--- config.mk ---
export PLATFORM = sky130hd
export DESIGN_NAME = serial_magnitude_comparator
export DESIGN_NICKNAME = d
export VERILOG_FILES = /design/src/rtl/serial_magnitude_comparator.sv
export SDC_FILE = /design/constraint.sdc
export NUM_CORES = 1
export LEC_CHECK = 0
export BUFFER_PORTS_ARGS = -buffer_cell sky130_fd_sc_hd__buf_2
export CORE_MARGIN = 3
export CORE_UTILIZATION = 25
export DETAILED_ROUTE_END_ITERATION = 16
export GPL_ROUTABILITY_DRIVEN = 0
export GPL_TIMING_DRIVEN = 0
export PLACE_DENSITY = 0.54
export SETUP_SLACK_MARGIN = 0.05
export SLEW_MARGIN = 10
export SYNTH_ARGS = -nofsm -noshare
export SYNTH_HDL_FRONTEND = slang
export SYNTH_SLANG_ARGS = --single-unit
export TNS_END_PERCENT = 5
--- constraint.sdc ---
create_clock -name clk -period 2.1 [get_ports clk]
set_input_delay 0.105 -clock clk [delete_from_list [all_inputs] [get_ports clk]]
set_output_delay 0.105 -clock clk [all_outputs]
set_load 0.01 [all_outputs]
--- src/rtl/serial_magnitude_comparator.sv ---
// rtl/serial_magnitude_comparator.sv - multi-cycle WIDTH-bit magnitude comparator, CHUNK bits per clock, MSB chunk first.
// Optional SERIAL_CMP_EARLY_EXIT_EN: finish at the first differing chunk instead of always scanning NCHUNK chunks.
module serial_magnitude_comparator #(
  parameter int WIDTH = 16,
  parameter int CHUNK = 4
) (
  input  logic             clk,
  input  logic             rst,
  input  logic             start,
  input  logic             signed_mode,
  input  logic [WIDTH-1:0] a,
  input  logic [WIDTH-1:0] b,
  output logic             busy,
  output logic             done,
  output logic             e,
  output logic             g,
  output logic             s
);

  localparam int NCHUNK = WIDTH / CHUNK;
  localparam int IW     = (NCHUNK > 1) ? $clog2(NCHUNK) : 1;
  localparam logic [IW-1:0] LAST = IW'(NCHUNK - 1);

  typedef enum logic {IDLE, RUN} state_t;

  state_t           state, state_n;
  logic [WIDTH-1:0] a_q, a_n, b_q, b_n;
  logic             sm_q, sm_n;
  logic [IW-1:0]    idx, idx_n;
  logic             dec_gt, dec_gt_n, dec_lt, dec_lt_n;
  logic             busy_n, done_n, e_n, g_n, s_n;

  logic [WIDTH-1:0] sh_a, sh_b;
  logic [CHUNK-1:0] chunk_a, chunk_b;
  logic             differ, step_gt, step_lt, finish;

  // Current chunk; in signed mode flipping the top bit turns two's complement into offset binary.
  always_comb begin
    sh_a    = a_q >> (CHUNK * int'(idx));
    sh_b    = b_q >> (CHUNK * int'(idx));
    chunk_a = sh_a[CHUNK-1:0];
    chunk_b = sh_b[CHUNK-1:0];
    if (sm_q && (idx == LAST)) begin
      chunk_a[CHUNK-1] = ~chunk_a[CHUNK-1];
      chunk_b[CHUNK-1] = ~chunk_b[CHUNK-1];
    end
    differ  = (chunk_a != chunk_b);
    step_gt = dec_gt | (!(dec_gt | dec_lt) && (chunk_a > chunk_b));
    step_lt = dec_lt | (!(dec_gt | dec_lt) && (chunk_a < chunk_b));
`ifdef SERIAL_CMP_EARLY_EXIT_EN
    finish  = (idx == '0) || differ;
`else
    finish  = (idx == '0);
`endif
  end

  always_comb begin
    state_n  = state;
    a_n      = a_q;
    b_n      = b_q;
    sm_n     = sm_q;
    idx_n    = idx;
    dec_gt_n = dec_gt;
    dec_lt_n = dec_lt;
    busy_n   = busy;
    done_n   = 1'b0;
    e_n      = e;
    g_n      = g;
    s_n      = s;
    case (state)
      IDLE: begin
        if (start) begin
          state_n  = RUN;
          a_n      = a;
          b_n      = b;
          sm_n     = signed_mode;
          idx_n    = LAST;
          dec_gt_n = 1'b0;
          dec_lt_n = 1'b0;
          busy_n   = 1'b1;
          e_n      = 1'b0;
          g_n      = 1'b0;
          s_n      = 1'b0;
        end
      end
      RUN: begin
        dec_gt_n = step_gt;
        dec_lt_n = step_lt;
        idx_n    = idx - IW'(1);
        if (finish) begin
          state_n = IDLE;
          idx_n   = '0;
          busy_n  = 1'b0;
          done_n  = 1'b1;
          e_n     = !(step_gt | step_lt);
          g_n     = step_gt;
          s_n     = step_lt;
        end
      end
      default: state_n = IDLE;
    endcase
  end

  always_ff @(posedge clk or posedge rst) begin
    if (rst) begin
      state  <= IDLE;
      a_q    <= '0;
      b_q    <= '0;
      sm_q   <= 1'b0;
      idx    <= '0;
      dec_gt <= 1'b0;
      dec_lt <= 1'b0;
      busy   <= 1'b0;
      done   <= 1'b0;
      e      <= 1'b0;
      g      <= 1'b0;
      s      <= 1'b0;
    end else begin
      state  <= state_n;
      a_q    <= a_n;
      b_q    <= b_n;
      sm_q   <= sm_n;
      idx    <= idx_n;
      dec_gt <= dec_gt_n;
      dec_lt <= dec_lt_n;
      busy   <= busy_n;
      done   <= done_n;
      e      <= e_n;
      g      <= g_n;
      s      <= s_n;
    end
  end

endmodule
; After elaboration in Yosys (flattened, before gate mapping)
; Index checks and enable logic that the tools add are counted.
[totals]
ff_bits = 43
in_bits = 36
out_inout_bits = 5
[op_classes]
addsub = 1
magnitude_cmp = 2
eq_ne = 3
shift = 2
n_mux = 22
n_bitwise = 7
n_reduce_logical = 8
[op_table]
columns = operator, count
row1 = 16-bit by 4-bit right shift with 4-bit output, 2
row2 = 1-bit one-hot mux with 2 select lines, 7
row3 = 1-bit two-way mux, 12
row4 = 4-bit greater-than comparator, 1
row5 = 4-bit < comparator, 1
row6 = 2-bit two-way mux, 2
row7 = 1-bit bitwise OR, 4
row8 = 2-bit one-hot mux with 2 select lines, 1
row9 = 2-bit AND reduction, 2
row10 = 1-bit logical AND, 3
row11 = 1-bit inverter, 3
row12 = 2-bit equality test (second input constant), 1
row13 = 1-bit logical NOT, 2
row14 = 2-bit logical NOT, 1
row15 = 2-bit by 1-bit != test with 1-bit output (second input constant), 1
row16 = 2-bit != test (second input constant), 1
row17 = 2-bit by 1-bit subtractor with 2-bit output (second input constant), 1

; Logic depth before layout (Yosys ltp)
[logic_depth]
ltp_word = 10
depth_mapped = 8
mapped_depth_nobuf = 8

; Worst setup path before layout
; Ideal clock, no wire load.
[synth_timing]
path_kind = register to register
start = reg idx[0]
end = reg g
setup_ns = 0.127
arrival_time_ns = 1.871
required_time_ns = 1.973
path_slack_ns = 0.102
path_stages_with_launch = 7
path_buffers = 1
path_cell_list = dfrtp_1 > buf_4 > mux4_2 > ha_1 > a211oi_1 > o21a_1 > o31ai_1
[synth_between]
elab_chain_len = 8
word_cells_on_any_way = 16
classes_between = order compare: 1 / eq/ne: 2 / shift: 2 / mux: 4 / bitwise: 3 / reduce/logical: 4
[synth_lines]
columns = item, line_no
row1 = start: declaration, 29  ; logic [IW-1:0] idx, idx_n;
row2 = start signal: assignment, 123  ; idx <= idx_n;
row3 = "16-bit by 4-bit right shift with 4-bit output, or another cell as far along", 39  ; sh_a = a_q >> (CHUNK * int'(idx));
row4 = "1-bit inverter, or another cell as far along", 44  ; chunk_a[CHUNK-1] = ~chunk_a[CHUNK-1];
row5 = 1-bit two-way mux, 43  ; if (sm_q && (idx == LAST)) begin
row6 = 4-bit greater-than comparator, 48  ; step_gt = dec_gt | (!(dec_gt | dec_lt) && (chunk_a > chunk_b));
row7 = 1-bit logical AND, 48
row8 = 1-bit bitwise OR, 48
row9 = 1-bit two-way mux, 90  ; if (finish) begin
row10 = 1-bit one-hot mux with 2 select lines, 70  ; case (state)
row11 = end signal: assignment, 129  ; g <= g_n;
row12 = end: declaration, 16  ; output logic g,
; Parallel ways exist; a longest one is shown, timed or not. The select of a mux whose other input is x is not followed.
; A chain may end at the register's enable or synchronous reset.

; Worst setup path after layout
[layout_timing]
start = reg sm_q
end = reg e
[layout_between]
elab_chain_len = 9
word_cells_on_any_way = 13
classes_between = order compare: 2 / mux: 4 / bitwise: 3 / reduce/logical: 4
[layout_lines]
columns = item, line_no
row1 = start: declaration, 28  ; logic sm_q, sm_n;
row2 = start signal: assignment, 122  ; sm_q <= sm_n;
row3 = 1-bit logical AND *, 43
row4 = 1-bit two-way mux, 43
row5 = 4-bit greater-than comparator / 4-bit < comparator (equally long branches), "48, 49"
row6 = 1-bit logical AND (on tied branches), "48, 49"
row7 = 1-bit bitwise OR (on tied branches), "48, 49"
row8 = 1-bit bitwise OR *, 95  ; e_n = !(step_gt | step_lt);
row9 = 1-bit logical NOT *, 95
row10 = 1-bit two-way mux *, 90
row11 = 1-bit one-hot mux with 2 select lines *, 70
row12 = end signal: assignment, 128  ; e <= e_n;
row13 = end: declaration, 15  ; output logic e,
; Mark *: on every way between the ends. The rest lies on a longest branch, timed or not. The select of a mux whose other input is x is not followed.

==> out/qor.txt <==
Netlist cell types: 26
Top FF cell, synth: dfrtp_1
Root cell of the clock tree: clkbuf_8
Core area: 0.007447 mm2
Final period demand of the worst path: 2.072 ns
TritonCTS clock tree: yes
Clock Path Buffers: 2
Hold crit path type: input port to register
Number of rows in the core area: 31
Total length of routed met3 wires: 197 um
Share of the clock period used by the worst path: 98.66%
Cell class contributing the biggest share of worst-path delay: multiplexers
Final ANT Viol Nets: 0
Iteration-0 DRC Markers: 83
Seq/Total Area, Yosys: 54.50%
Cell area power density: 1462 mW/mm2
Top cells by area, synth: dfrtp_1 54%, nand2_1 20%, mux4_2 9.1%
Effective utilization at floorplan: 26.51%
Arrival time reported for the critical path endpoint: 2.29 ns
Pleak: 1.349 nW
Proportion of register bits with asynchronous set or reset after synthesis: 100.0%
CTS H-Tree Depth: 2
Largest net degree at the start of global routing: 29
Post-Route WL: 4.452 mm
Sum Neg Setup Slack: 0 ns
# setup viols final: 0
Worst IR Drop VDD: 0.0004562 V
Flip-flop and latch count after synthesis: 43
Post-CTS setup repair buffer count: 0
DRC violation count after routing: 0
HPWL Detailed: 3.303 mm
Min Hold Slack: 0.003509 ns
Wire length per cell after detailed routing: 12.13 um
Total number of vias: 1,523
Peak Freq: 0.4827 GHz
Clock slew seen by the registers of the worst setup and hold paths: 0.08 ns
Measured slew at the worst slew-check pin: 0.4358 ns
Max Slew Vio Count: 0
Synthesis-to-finish area growth: 33.90%
Run status: finished clean
Top Layer Used: met4
Area of all placed cells without fillers: 0.002644 mm2
Worst stage delay on the critical path: 0.52 ns
Top cells by instance count after synthesis: 103 x nand2_1, 43 x dfrtp_1, 8 x buf_4, 8 x mux4_2, 8 x nor2_1
Number of synthesized flops with an enable pin: 0
Number of clock sinks seen by CTS: 43
Post-synthesis instance area: 0.001974 mm2
Crit path max-delay cell type: mux4_2
MaxCap Viol Count: 0
Layout cell share with drive strength beyond 1: 29.85%
Cell breakdown of the critical path: xor2_2, mux4_2, ha_4, a41oi_1, nor2_2, nand2_2, o31ai_2
Diode insertion count for antenna repair: 0
Cell area reported after detailed placement: 0.002318 mm2
Count of input and output buffers: 40
Detailed-routing iteration count for the pre-antenna-repair pass: 4
Data required time at the worst endpoint: 2.31 ns
Type of element capturing the critical path: register
Yosys top cell by area: dfrtp_1
Highest fanout seen on the critical path: 3
Post-detailed-route via-to-cell ratio: 4.150
Number of nets at the end of the flow: 307
Wire length of the first global-routing pass: 7.224 mm
Per-instance average area after synthesis: 9.726 um2
Number of buffers and inverters on the critical path: 0
Hold Violations, Final: 0
Die footprint: 0.009000 mm2
Setup repair after global routing missed its margin: true
Clock Skews: 0.006757 ns
Chip Height: 94.87 um
Total routed wire length on the met1 layer: 2.156 mm
Leading registers by flop count: a_q: 16 flops, b_q: 16 flops, idx: 2 flops
Synthesis Warnings: 0
Boundary pin count: 41
Num CTS Buffers: 5
Area share of the largest cell type after synthesis: 54.50%
Overflow after GRT: 0
FF-to-FF setup slack: 0.03 ns
Worst setup path class: register to register
Detailed route wirelength on metal2: 2.020 mm
Insertion delay of the later-clocked pin in the worst-skew pair: 0.30 ns
Global-route usage over all layers: 10.57%
CP Launch Type: register
Via count of the first global-routing pass: 1,500
Die X: 94.87 um
Antenna violations before repair: 0
Synthesized instance count: 203
Worst slew margin: 70.91%
Total nets after synthesis: 243
Most frequent cell after synthesis: nand2_1
## power by group
| group | internal (mW) | switching [mW] | leakage (nW) |
|---|---|---|---|
| clock | 0.300 | 0.274 | 0.0515 |
| combinational | 0.914 | 0.937 | 0.765 |
| sequential | 1.21 | 0.231 | 0.533 |
| total | 2.42 | 1.44 | 1.35 |
## layout by cell type (no fill, tap or decap)
cell type	instances
nor2_1	7
nor3_1	1
clkbuf_8	7
o31a_1	1
o31ai_2	2
inv_1	5
o21ai_0	1
inv_2	2
a41oi_1	1
nand3_1	2
a21oi_1	2
ha_4	2
nor2b_4	1
a22o_1	1
clkinv_2	1
nand2b_1	1
clkbuf_1	1
xor2_1	1
dfrtp_1	43
nand2b_4	1
buf_2	41
buf_12	2
nand2_1	103
nor2_2	2
dlygate4sd3_1	16
ha_1	2
buf_4	7
nand2_2	1
xor2_2	1
o21a_4	1
mux4_2	8
a211oi_2	1
## final timing paths
check | from | to | cells past startpoint
hold reg to reg | b_q[9] | b_q[9] | 2
setup reg to reg | sm_q | e | 7
setup / recovery | sm_q | e | 7
hold / removal | a[11] | a_q[11] | 3
max in group asynchronous | rst | b_q[7] | 4
min in group asynchronous | rst | s | 3
## per-stage QoR
step                instances  setup slack, ns  total power [mW]  util (%)
floorplan                 203           0.1019             2.623         -
global placement          342         -0.06945             2.994     30.86
detailed placement        343          -0.1235             3.057     31.13
CTS                       367          0.02857             3.787     35.06
global route              367         -0.05692             4.195     35.50
finish                    367          0.02821             3.866     35.50
## kinds of logic (layout without fill, tap and decap cells)
family | after synthesis | after routing | share of synthesized area (%)
AO/OA/AOI/OAI | 10 | 10 | 3.866
adder cells (fa/ha/maj) | 4 | 4 | 2.535
AND/OR/NAND/NOR | 119 | 119 | 24.21
flip-flops | 43 | 43 | 54.50
XOR/XNOR | 2 | 2 | 0.8874
multiplexers | 8 | 8 | 9.125
buffers and inverters | 17 | 82 | 4.879
## worst min-delay path: stages
cell     delay [ns]
buf_2          0.07
nand2_1        0.04
nand2_1        0.05
## routing by layer
metal,up-vias,GRT usage [%]
met1,707,14.45
met4,0,3.245
met2,34,16.38
met3,9,2.789
met5,-,0
li1,773,-
## area by class of cell
cell class                 instances  area (um2)
fill                             790        4803
tap                               99       123.9
sequential                        43        1076
timing repair buffer              57       380.4
inverter                           8       31.28
buffer                             9       77.57
multi-input combinational        143       854.6
clock buffer                       8       100.1
## repair_timing
| action | in CTS | in global routing |
|---|---|---|
| gates resized for setup | 6 | 6 |
| pin swaps | 5 | 1 |
| hold buffers | 16 | 0 |
| endpoints found under the hold margin | 30 | 0 |
| setup endpoints to repair | 5 | 5 |
Note: power is estimated with default switching activity, not from simulation.
